### config.mk
export PLATFORM = sky130hd
export DESIGN_NAME = fp_align_shifter
export DESIGN_NICKNAME = d
export VERILOG_FILES = /design/src/rtl/fp_align_shifter.sv
export SDC_FILE = /design/constraint.sdc
export NUM_CORES = 1
export LEC_CHECK = 0
export ABC_CLOCK_PERIOD_IN_PS = 3110
export CAP_MARGIN = 30
export CORE_MARGIN = 5
export CORE_UTILIZATION = 50
export DETAILED_ROUTE_END_ITERATION = 6
export GPL_TIMING_DRIVEN = 1
export MAX_ROUTING_LAYER = met4
export PLACE_DENSITY = 0.8
export SLEW_MARGIN = 20
export SYNTH_ARGS = -nofsm -noshare
export SYNTH_HDL_FRONTEND = slang
export SYNTH_SLANG_ARGS = --single-unit
### constraint.sdc
create_clock -name clk -period 3.11 [get_ports clk]
set_input_delay 0.4665 -clock clk [delete_from_list [all_inputs] [get_ports clk]]
set_output_delay 0.4665 -clock clk [all_outputs]
set_load 0.03 [all_outputs]
### src/rtl/fp_align_shifter.sv
// Exponent-alignment stage for the FP add/sub path: picks the larger-exponent operand
// and right-shifts the other mantissa STEP bits per cycle, collecting guard/round/sticky.
module fp_align_shifter #(
    parameter int STEP = 4,
    parameter int SAT  = 27
) (
    input  logic        clk,
    input  logic        rst,
    input  logic        in_valid,
    output logic        in_ready,
    input  logic [7:0]  exp_a,
    input  logic [23:0] man_a,
    input  logic [7:0]  exp_b,
    input  logic [23:0] man_b,
    output logic        out_valid,
    input  logic        out_ready,
    output logic [7:0]  exp_out,
    output logic [23:0] man_big,
    output logic [26:0] man_small,
    output logic        swapped,
    output logic [7:0]  shift_amt
);

    localparam logic [7:0] SAT8  = 8'(SAT);
    localparam logic [4:0] SAT5  = 5'(SAT);
    localparam logic [4:0] STEP5 = 5'(STEP);

    typedef enum logic [1:0] {IDLE, SHIFT, DONE} state_t;

    state_t      state, state_next;
    logic [4:0]  remaining;
    logic        accept;
    logic        a_big;
    logic [7:0]  diff;
    logic [4:0]  rem_init;
    logic [4:0]  k_amt;
    logic [26:0] shifted;
    logic [26:0] lost_mask;
    logic        lost;
    logic [26:0] shift_next;

    assign in_ready  = (state == IDLE) && !rst;
    assign out_valid = (state == DONE);
    assign accept    = in_valid && in_ready;

    // Ties go to A, so swapped only flags a strictly larger B exponent.
    assign a_big    = (exp_a >= exp_b);
    assign diff     = a_big ? (exp_a - exp_b) : (exp_b - exp_a);
    assign rem_init = (diff >= SAT8) ? SAT5 : diff[4:0];

    // Bits shifted out this cycle (including the old sticky) fold into the new sticky.
    always_comb begin
        k_amt      = (remaining < STEP5) ? remaining : STEP5;
        shifted    = man_small >> k_amt;
        lost_mask  = (27'd1 << k_amt) - 27'd1;
        lost       = |(man_small & lost_mask);
        shift_next = {shifted[26:1], shifted[0] | lost};
    end

    always_ff @(posedge clk) begin
        if (rst) begin
            state <= IDLE;
        end else begin
            state <= state_next;
        end
    end

    always_comb begin
        state_next = state;
        case (state)
            IDLE: begin
                if (accept) begin
                    state_next = (rem_init == 5'd0) ? DONE : SHIFT;
                end
            end
            SHIFT: begin
                if (remaining == k_amt) begin
                    state_next = DONE;
                end
            end
            DONE: begin
                if (out_ready) begin
                    state_next = IDLE;
                end
            end
            default: state_next = IDLE;
        endcase
    end

    always_ff @(posedge clk) begin
        if (rst) begin
            exp_out   <= 8'd0;
            man_big   <= 24'd0;
            man_small <= 27'd0;
            swapped   <= 1'b0;
            shift_amt <= 8'd0;
            remaining <= 5'd0;
        end else begin
            case (state)
                IDLE: begin
                    if (accept) begin
                        swapped   <= !a_big;
                        exp_out   <= a_big ? exp_a : exp_b;
                        man_big   <= a_big ? man_a : man_b;
                        man_small <= a_big ? {man_b, 3'b000} : {man_a, 3'b000};
                        shift_amt <= diff;
                        remaining <= rem_init;
                    end
                end
                SHIFT: begin
                    man_small <= shift_next;
                    remaining <= remaining - k_amt;
                end
                default: begin
                end
            endcase
        end
    end

endmodule

==> results.cfg, run 1 <==
[detailed_routing]
drtAntennaViolNets = 0
drt_iter0_drc = 598
first_pass_iters = 6
via_per_inst = 6.03
post-route-drc-count = 0
wire_per_inst_um = 18.7
vias = 5816
wl_mm = 18.1

[place]
port_buffers = 137
place.detailed.hpwl_mm = 13.2
gp_congestion = 0.968

[synthesis]
synth_area_per_cell_um2 = 7.81
syn-num-nets = 767
async_flop_share = 0
syn_area_um2 = 5310
synth.yosys.seq_area_share = 0.283
ys_seq_elements = 75
synth_edf_count = 0
ys.flop_type = dfxtp_1
synth_cell_type_count = 62
yosys_warnings = 0
synthCells = 680

[sta]
skew_ns = 0.0149
rsz0062_at_grt = false
holdWs_ns = 0.493
fmax_ghz = 0.332
period_needed_ns = 3.01
slew_viol_final = 0
min_period_over_period = 0.968
hold_violations = 0
relSlewSlack = 0.460
tightest_slew_ns = 0.809
final-setup-viol-count = 0

[cts]
clock_latency_ns = 0.36
clockBufferDepth = 2
clock_sinks = 75
htreeDepth = 3
cts_setup_buffers = 0
clk_pin_slew_ns = 0.09
cts_tree = yes
numCtsBuffers = 9
ctsRootBufferMaster = clkbuf_8

[power]
sw_frac_of_total = 0.388
p_leak_nw = 2.78
clockPowerShare = 0.227
powerDensity_nw_per_um2 = 467
pwr-share-comb = 0.426
switching_power_mw = 1.32
internal_power_mw = 2.09
seq_power_share = 0.346
max-vdd-ir-drop_uv = 253
p_total_mw = 3.41

[finish]
fillCellCount = 855
antennaDiodeCount = 0
drive_gt1_frac = 0.131
seq_area_um2 = 1500
area_growth_pct = 37.4
final_common_cell = clkdlybuf4s50_1
finalNetCount = 911
multi_input_area_um2 = 3560
layout_common_cells = clkdlybuf4s50_1 (135), nand2_1 (85), dfxtp_1 (75)

[setup_path]
timing.critical_path.arrival_ns = 3.29
crit_buf_inv = 2
cp_top_family = compound AO/OA/AOI/OAI gates
worst-endpoint-required_ns = 3.39
critPathMaxFanout = 8
crit_chain = clkdlybuf4s50_1 -> inv_1 -> ha_1 -> a21oi_1 -> o21a_2 -> a2111o_1 -> o2111ai_4 -> o211ai_4 -> or4b_4 -> a21oi_2
critPathLaunchType = input port
slowest_delay_ns = 0.56
end_kind = flip-flop
path_class = in -> reg
cpMaxStageDelayCell = or4b_4

[outcome]
status = finished, final reports clean

[floorplan]
ioPinCount = 138
core.rowCount = 37
die_area_um2 = 12800
die_height_um = 113
die_x_um = 113
start_util = 0.514
core_um2 = 10300

[global_route]
grt_start_max_net_pins = 76
first_global_vias = 5679
overflow = 0
track_usage = 0.285
grt_first_pass_wirelength_mm = 28.9
antenna_found_initial = 0

[hold_path]
hold_class = reg -> reg

[job]
max_cap_viol_count = 0
==> cell usage after synthesis (all sizes together), types with 2 or more instances <==
| library cell | count | area [µm²] |
|---|---|---|
| a2111o | 2 | 22.5 |
| a2111oi | 9 | 78.8 |
| a211o | 4 | 35.0 |
| a211oi | 29 | 223 |
| a21boi | 3 | 22.5 |
| a21o | 7 | 52.6 |
| a21oi | 47 | 262 |
| a311o | 4 | 40.0 |
| a311oi | 19 | 166 |
| a31oi | 14 | 87.6 |
| and2 | 3 | 18.8 |
| and3 | 2 | 12.5 |
| and3b | 2 | 17.5 |
| buf | 21 | 118 |
| clkbuf | 38 | 143 |
| dfxtp | 75 | 1500 |
| fa | 2 | 40.0 |
| ha | 17 | 213 |
| inv | 22 | 82.6 |
| mux2 | 4 | 45.0 |
| mux2i | 43 | 430 |
| mux4 | 3 | 67.6 |
| nand2 | 87 | 327 |
| nand2b | 2 | 12.5 |
| nand3 | 8 | 45.0 |
| nand3b | 29 | 218 |
| nand4 | 3 | 33.8 |
| nor2 | 68 | 255 |
| nor2b | 11 | 68.8 |
| nor3 | 8 | 45.0 |
| nor3b | 3 | 22.5 |
| nor4 | 3 | 18.8 |
| nor4b | 2 | 17.5 |
| o2111ai | 4 | 47.6 |
| o211ai | 7 | 66.3 |
| o21a | 5 | 37.5 |
| o21ai | 44 | 220 |
| o221ai | 2 | 17.5 |
| o22ai | 5 | 31.3 |
| o31ai | 3 | 22.5 |
| or2 | 2 | 12.5 |
| or3 | 4 | 25.0 |
| or4 | 3 | 22.5 |
==> final cells by class <==
type	count	share of cell area
Clock buffer	12	0.0199
Clock inverter	4	0.00686
Inverter	22	0.0113
Multi-Input combinational cell	524	0.488
Sequential cell	75	0.206
Tap cell	136	0.0233
Timing Repair Buffer	192	0.245
==> power by group through the flow <==
stage / Sequential, mW / Clock [mW] / Combinational, mW
final: 1.18 / 0.775 / 1.45
after global routing: 1.20 / 0.827 / 1.56
after CTS: 1.18 / 0.782 / 1.41
after detailed placement: 1.20 / 0 / 1.40
after global placement: 1.19 / 0 / 1.38
after floorplan: 1.33 / 0 / 0.714
==> per-stage QoR <==
stage | setup slack, ns | utilization | area, µm² | std cells | TNS, ns
final | 0.100 | 0.707 | 7300 | 965 | 0
after floorplan | 0.398 | - | 5310 | 680 | 0
after detailed placement | -0.363 | 0.679 | 7010 | 949 | -4.77
after global placement | -0.236 | 0.679 | 7010 | 949 | -2.59
after CTS | 0.0118 | 0.698 | 7210 | 965 | 0
after global routing | 0.0166 | 0.707 | 7300 | 965 | 0
==> per-layer routing <==
layer,wire (µm),global-route usage
met1,7550,0.364
met2,8870,0.476
met3,1240,0.0364
met4,403,0.0809
met5,0,-
==> state kept, by name, indices dropped and copies added, names as in the netlist <==
| signal | cells |
|---|---|
| exp_out | 8 |
| man_big | 24 |
| man_small | 27 |
| remaining | 5 |
| shift_amt | 8 |
| state | 2 |
| swapped | 1 |
==> worst reg2reg max path: stages, from the launching register on <==
cell	delay, ns
dfxtp_1	0.42
nor3_2	0.21
and2_1	0.52
buf_4	0.28
a211oi_1	0.09
a211oi_1	0.26
a211oi_1	0.08
a2111oi_0	0.34
==> cells by family (layout without fill, tap and decap cells) <==
family                   Yosys count  in the layout  share of synthesized area
other                              1              1                   0.000706
buffers and inverters             81            230                     0.0645
flip-flops                        75             75                      0.283
multiplexers                      50             50                      0.102
AO/OA/AOI/OAI                    211            211                      0.276
XOR/XNOR                           1              1                    0.00165
AND/OR/NAND/NOR                  242            242                      0.224
adder cells (fa/ha/maj)           19             19                     0.0476
==> final timing paths <==
kind                                           startpoint                         end  slack (ns)  cells after the start
worst min-delay path             man_big[13]$_SDFFE_PP0P_    man_big[13]$_SDFFE_PP0P_        0.49                      2
worst max-delay path                             exp_a[5]       state[1]$_SDFFE_PP0P_        0.10                     10
worst max register to register  remaining[2]$_SDFFE_PP0P_  man_small[20]$_SDFFE_PP0P_        0.80                      7
worst min register to register   man_big[13]$_SDFFE_PP0P_    man_big[13]$_SDFFE_PP0P_        0.49                      2
==> what timing repair did <==
item / in CTS / in global routing
gates resized for setup: 0 / 20
endpoints found under the setup margin: 0 / 18
hold buffers: 0 / 0
(Power assumes the default switching activity.)
==> run 2, diff against run 1 <==
==> constraint.sdc (replaced) <==
create_clock -name clk -period 3.11 [get_ports clk]
set_input_delay 0.622 -clock clk [delete_from_list [all_inputs] [get_ports clk]]
set_output_delay 0.622 -clock clk [all_outputs]
set_load 0.03 [all_outputs]
==> results.cfg, run 2 (same netlist as run 1, synthesis figures left out) <==
[setup_path]
worst-endpoint-required_ns = 3.39
crit_buf_inv = 4
cp_top_family = buffers and inverters
slowest_delay_ns = 0.53
critPathLaunchType = input port
ff2ff_path_depth = 7
end_kind = flip-flop
cpMaxStageDelayCell = or4b_1
rr_startpoint = remaining[2]$_SDFFE_PP0P_
path_class = in -> reg
crit_chain = clkdlybuf4s50_1 -> inv_1 -> ha_1 -> nand4_1 -> buf_4 -> a31oi_1 -> buf_4 -> o221ai_1 -> o2111ai_4 -> o211ai_4 -> or4b_1 -> a21oi_1
timing.critical_path.arrival_ns = 3.31
critPathMaxFanout = 5
timing.rr.end = man_small[18]$_SDFFE_PP0P_
critPathMostFrequentCell = buf_4
r2r_setup_slack_ns = 0.73

[hold_path]
hold_class = reg -> reg
whs_path_depth = 2
hold_start = exp_out[2]$_SDFFE_PP0P_
whs_endpoint = exp_out[2]$_SDFFE_PP0P_

[floorplan]
die_area_um2 = 12800
start_util = 0.514
core.rowCount = 37
die_x_um = 113
core_um2 = 10300
ioPinCount = 138
die_height_um = 113

[power]
clockPowerShare = 0.224
max-vdd-ir-drop_uv = 301
powerDensity_nw_per_um2 = 462
switching_power_mw = 1.34
internal_power_mw = 2.13
pwr-share-comb = 0.435
p_leak_nw = 2.87
sw_frac_of_total = 0.387
seq_power_share = 0.341

[finish]
final_area_um2 = 7500
finalNetCount = 926
drive_gt1_frac = 0.154
area_growth_pct = 41.3
fin_util = 0.727
regMostFlops = man_small
antennaDiodeCount = 0
layout_common_cells = clkdlybuf4s50_1 (134), nand2_1 (85), dfxtp_1 (75)
fillCellCount = 823
largest_register_ff_count = 27
final_common_cell = clkdlybuf4s50_1
top_regs = man_small (27), man_big (24)

[global_route]
grt_first_pass_wirelength_mm = 29.7
grt_start_max_net_pins = 76
first_global_vias = 5979
track_usage = 0.290
antenna_found_initial = 0
overflow = 0

[detailed_routing]
drt_iter0_drc = 584
post-route-drc-count = 0
via_per_inst = 6.08
wl_mm = 18.4
vias = 5962
wire_per_inst_um = 18.8
drtAntennaViolNets = 0
first_pass_iters = 6

[cts]
ctsRootBufferMaster = clkbuf_8
htreeDepth = 3
postCtsHoldBufs = 0
numCtsBuffers = 9
clock_sinks = 75
clock_latency_ns = 0.36
cts_tree = yes
clk_pin_slew_ns = 0.08
clockBufferDepth = 2

[sta]
skew_ns = 0.00962
tightest_slew_ns = 0.956
fmax_ghz = 0.330
min_period_over_period = 0.975
final-setup-viol-count = 0
slew_viol_final = 0
rsz0062_at_grt = false
hold_violations = 0
relSlewSlack = 0.362
period_needed_ns = 3.03
holdWs_ns = 0.500

[place]
place.detailed.hpwl_mm = 13.4
port_buffers = 137
gp_congestion = 0.958
place_area_um2 = 7120

[outcome]
status = finished, final reports clean

[job]
max_cap_viol_count = 0
==> run 2: layout make-up <==
class,instances,area [µm²],area share
repair buffers,207,1930,0.257
multi-input cells,524,3630,0.484
inverters,22,82.6,0.0110
clock buffers,14,153,0.0203
flip-flops and latches,75,1500,0.200
clock inverters,2,35.0,0.00467
well taps,136,170,0.0227
==> run 2: worst reg2reg max path, stage by stage (launching register included) <==
cell and delay [ns]:
dfxtp_1 0.42, nor3_2 0.21, and2_1 0.54, buf_4 0.29, a211oi_1 0.09, a211oi_1 0.29
a211oi_1 0.09, a2111oi_0 0.34
==> run 2: worst max path at each step <==
stage               startpoint                    endpoint  slack (ns)  depth (start not counted)
finish                exp_a[1]       state[1]$_SDFFE_PP0P_        0.08                         12
global route          exp_a[4]   remaining[2]$_SDFFE_PP0P_       0.004                         10
CTS                   exp_a[0]   remaining[2]$_SDFFE_PP0P_       0.005                         12
detailed placement    exp_a[2]  man_small[22]$_SDFFE_PP0P_       -0.59                         12
global placement      exp_a[2]  man_small[22]$_SDFFE_PP0P_       -0.49                         12
floorplan             exp_a[2]       state[1]$_SDFFE_PP0P_        0.24                         10
==> run 2: power groups by stage <==
| stage | clock network (mW) | registers, mW | logic [mW] |
|---|---|---|---|
| final | 0.777 | 1.18 | 1.51 |
| after global routing | 0.819 | 1.20 | 1.62 |
| after CTS | 0.783 | 1.18 | 1.47 |
| after detailed placement | 0 | 1.20 | 1.43 |
| after global placement | 0 | 1.20 | 1.40 |
| after floorplan | 0 | 1.33 | 0.714 |
==> run 2: timing repair <==
action / 4_1_cts / 5_1_grt
gates resized for setup: 18 / 20
setup buffers: 0 / 2
setup endpoints to repair: 10 / 14
pin swaps: 4 / 7
==> run 2: per-layer routing <==
metal,part of all wire,vias up,global-route usage
met2,0.49,267,0.477
met5,0,-,-
li1,-,2810,-
met3,0.064,37,0.0390
met1,0.43,2848,0.370
met4,0.021,0,0.0897
==> run 2: through the flow <==
step | cells | worst slack (ns) | power, mW | setup TNS (ns)
6_report | 980 | 0.0789 | 3.47 | 0
5_1_grt | 980 | 0.00383 | 3.63 | 0
4_1_cts | 978 | 0.00505 | 3.43 | 0
3_5_place_dp | 962 | -0.589 | 2.63 | -13.36
3_3_place_gp | 962 | -0.490 | 2.60 | -9.83
2_1_floorplan | 680 | 0.243 | 2.05 | 0
==> run 3, diff against run 2 <==
Settings changed: CORE_MARGIN 5 to 10.
==> results.cfg, run 3 (same netlist as run 1, synthesis figures left out) <==
[finish]
area_growth_pct = 41.7
final_area_um2 = 7530
largest_register_ff_count = 27
drive_gt1_frac = 0.159
top_regs = man_small (27), man_big (24)
regMostFlops = man_small
layout_common_cells = clkdlybuf4s50_1 (134), nand2_1 (85), dfxtp_1 (75)
finalNetCount = 919
final_common_cell = clkdlybuf4s50_1
antennaDiodeCount = 0

[sta]
skew_ns = 0.0143
holdWs_ns = 0.497
fin_ws_ns = 0.0661
final-setup-viol-count = 0
slew_viol_final = 0
min_period_over_period = 0.979
tightest_slew_ns = 0.911
period_needed_ns = 3.04
relSlewSlack = 0.392
hold_violations = 0
fmax_ghz = 0.329

[setup_path]
ff2ff_path_depth = 7
worstSetupStartpoint = exp_a[2]
critPathLaunchType = input port
worst-endpoint-required_ns = 3.40
path_class = in -> reg
rr_startpoint = remaining[2]$_SDFFE_PP0P_
critPathMaxFanout = 8
timing.critical_path.arrival_ns = 3.33
end_kind = flip-flop

[hold_path]
hold_start = man_big[8]$_SDFFE_PP0P_
hold_class = reg -> reg
whs_path_depth = 2

[detailed_routing]
wl_mm = 19.1
vias = 5917
drtAntennaViolNets = 0
via_per_inst = 6.08
post-route-drc-count = 0
drt_iter0_drc = 603
first_pass_iters = 6
wire_per_inst_um = 19.6

[floorplan]
die_x_um = 123
core.rowCount = 37
core_um2 = 10300
ioPinCount = 138
die_height_um = 123
start_util = 0.514
die_area_um2 = 15100

[place]
gp_congestion = 0.975
place_area_um2 = 7050
pre_cts_slack_ns = -0.479
place.detailed.hpwl_mm = 13.7
port_buffers = 137

[global_route]
grt_first_pass_wirelength_mm = 29.2
first_global_vias = 5668
grt_start_max_net_pins = 76
antenna_found_initial = 0
overflow = 0
track_usage = 0.246

[job]
max_cap_viol_count = 0

[cts]
htreeDepth = 3
clock_sinks = 75
cts_tree = yes
postCtsHoldBufs = 0
numCtsBuffers = 9
clock_latency_ns = 0.37
clockBufferDepth = 2
ctsRootBufferMaster = clkbuf_8
clk_pin_slew_ns = 0.08

[outcome]
status = finished, final reports clean

[power]
max-vdd-ir-drop_uv = 258
powerDensity_nw_per_um2 = 467
p_leak_nw = 2.86
p_total_mw = 3.51
-- run 3: worst max-delay path: stages --
cell and delay [ns]:
clkdlybuf4s50_1 0.51, inv_2 0.06, ha_4 0.34, nand4_1 0.17, a31o_4 0.29, a2111o_1 0.42, o2111ai_4 0.13, o211ai_4 0.13
or4b_1 0.53, a21oi_1 0.13
-- run 3: per-layer routing --
metal / track usage / vias up / share of wire
met5: - / - / 0
met4: 0.0779 / 0 / 0.021
met3: 0.0456 / 37 / 0.072
met2: 0.415 / 258 / 0.51
met1: 0.291 / 2826 / 0.40
li1: - / 2796 / -
-- run 3: layout make-up --
| cell class | instances | area, µm² |
|---|---|---|
| multi-input cells | 524 | 3690 |
| fillers | 770 | 2800 |
| clock inverters | 4 | 48.8 |
| inverters | 22 | 82.6 |
| clock buffers | 12 | 155 |
| repair buffers | 200 | 1880 |
| flip-flops and latches | 75 | 1500 |
| well taps | 136 | 170 |
-- run 3: report_power, final --
part	internal [mW]	switching (mW)	total, mW
logic	0.677	0.850	1.53
clock network	0.414	0.390	0.804
registers	1.06	0.124	1.18
-- run 3: stage by stage --
stage	utilization	instances	TNS, ns
2_1_floorplan	-	680	0
3_3_place_gp	0.683	952	-4.41
3_5_place_dp	0.683	952	-8.47
4_1_cts	0.708	968	0
5_1_grt	0.729	973	-0.0419
6_report	0.729	973	0
-- run 3: what timing repair did --
action | CTS | global route
resized for setup | 12 | 33
setup buffers | 0 | 5
endpoints found under the setup margin | 7 | 12
pin swaps | 3 | 17
gates cloned | 0 | 0
-- run 3: final timing paths --
kind / endpoint / slack (ns)
max: state[1]$_SDFFE_PP0P_ / 0.07
min reg2reg: man_big[8]$_SDFFE_PP0P_ / 0.50
max reg2reg: man_small[16]$_SDFFE_PP0P_ / 0.70
min: man_big[8]$_SDFFE_PP0P_ / 0.50
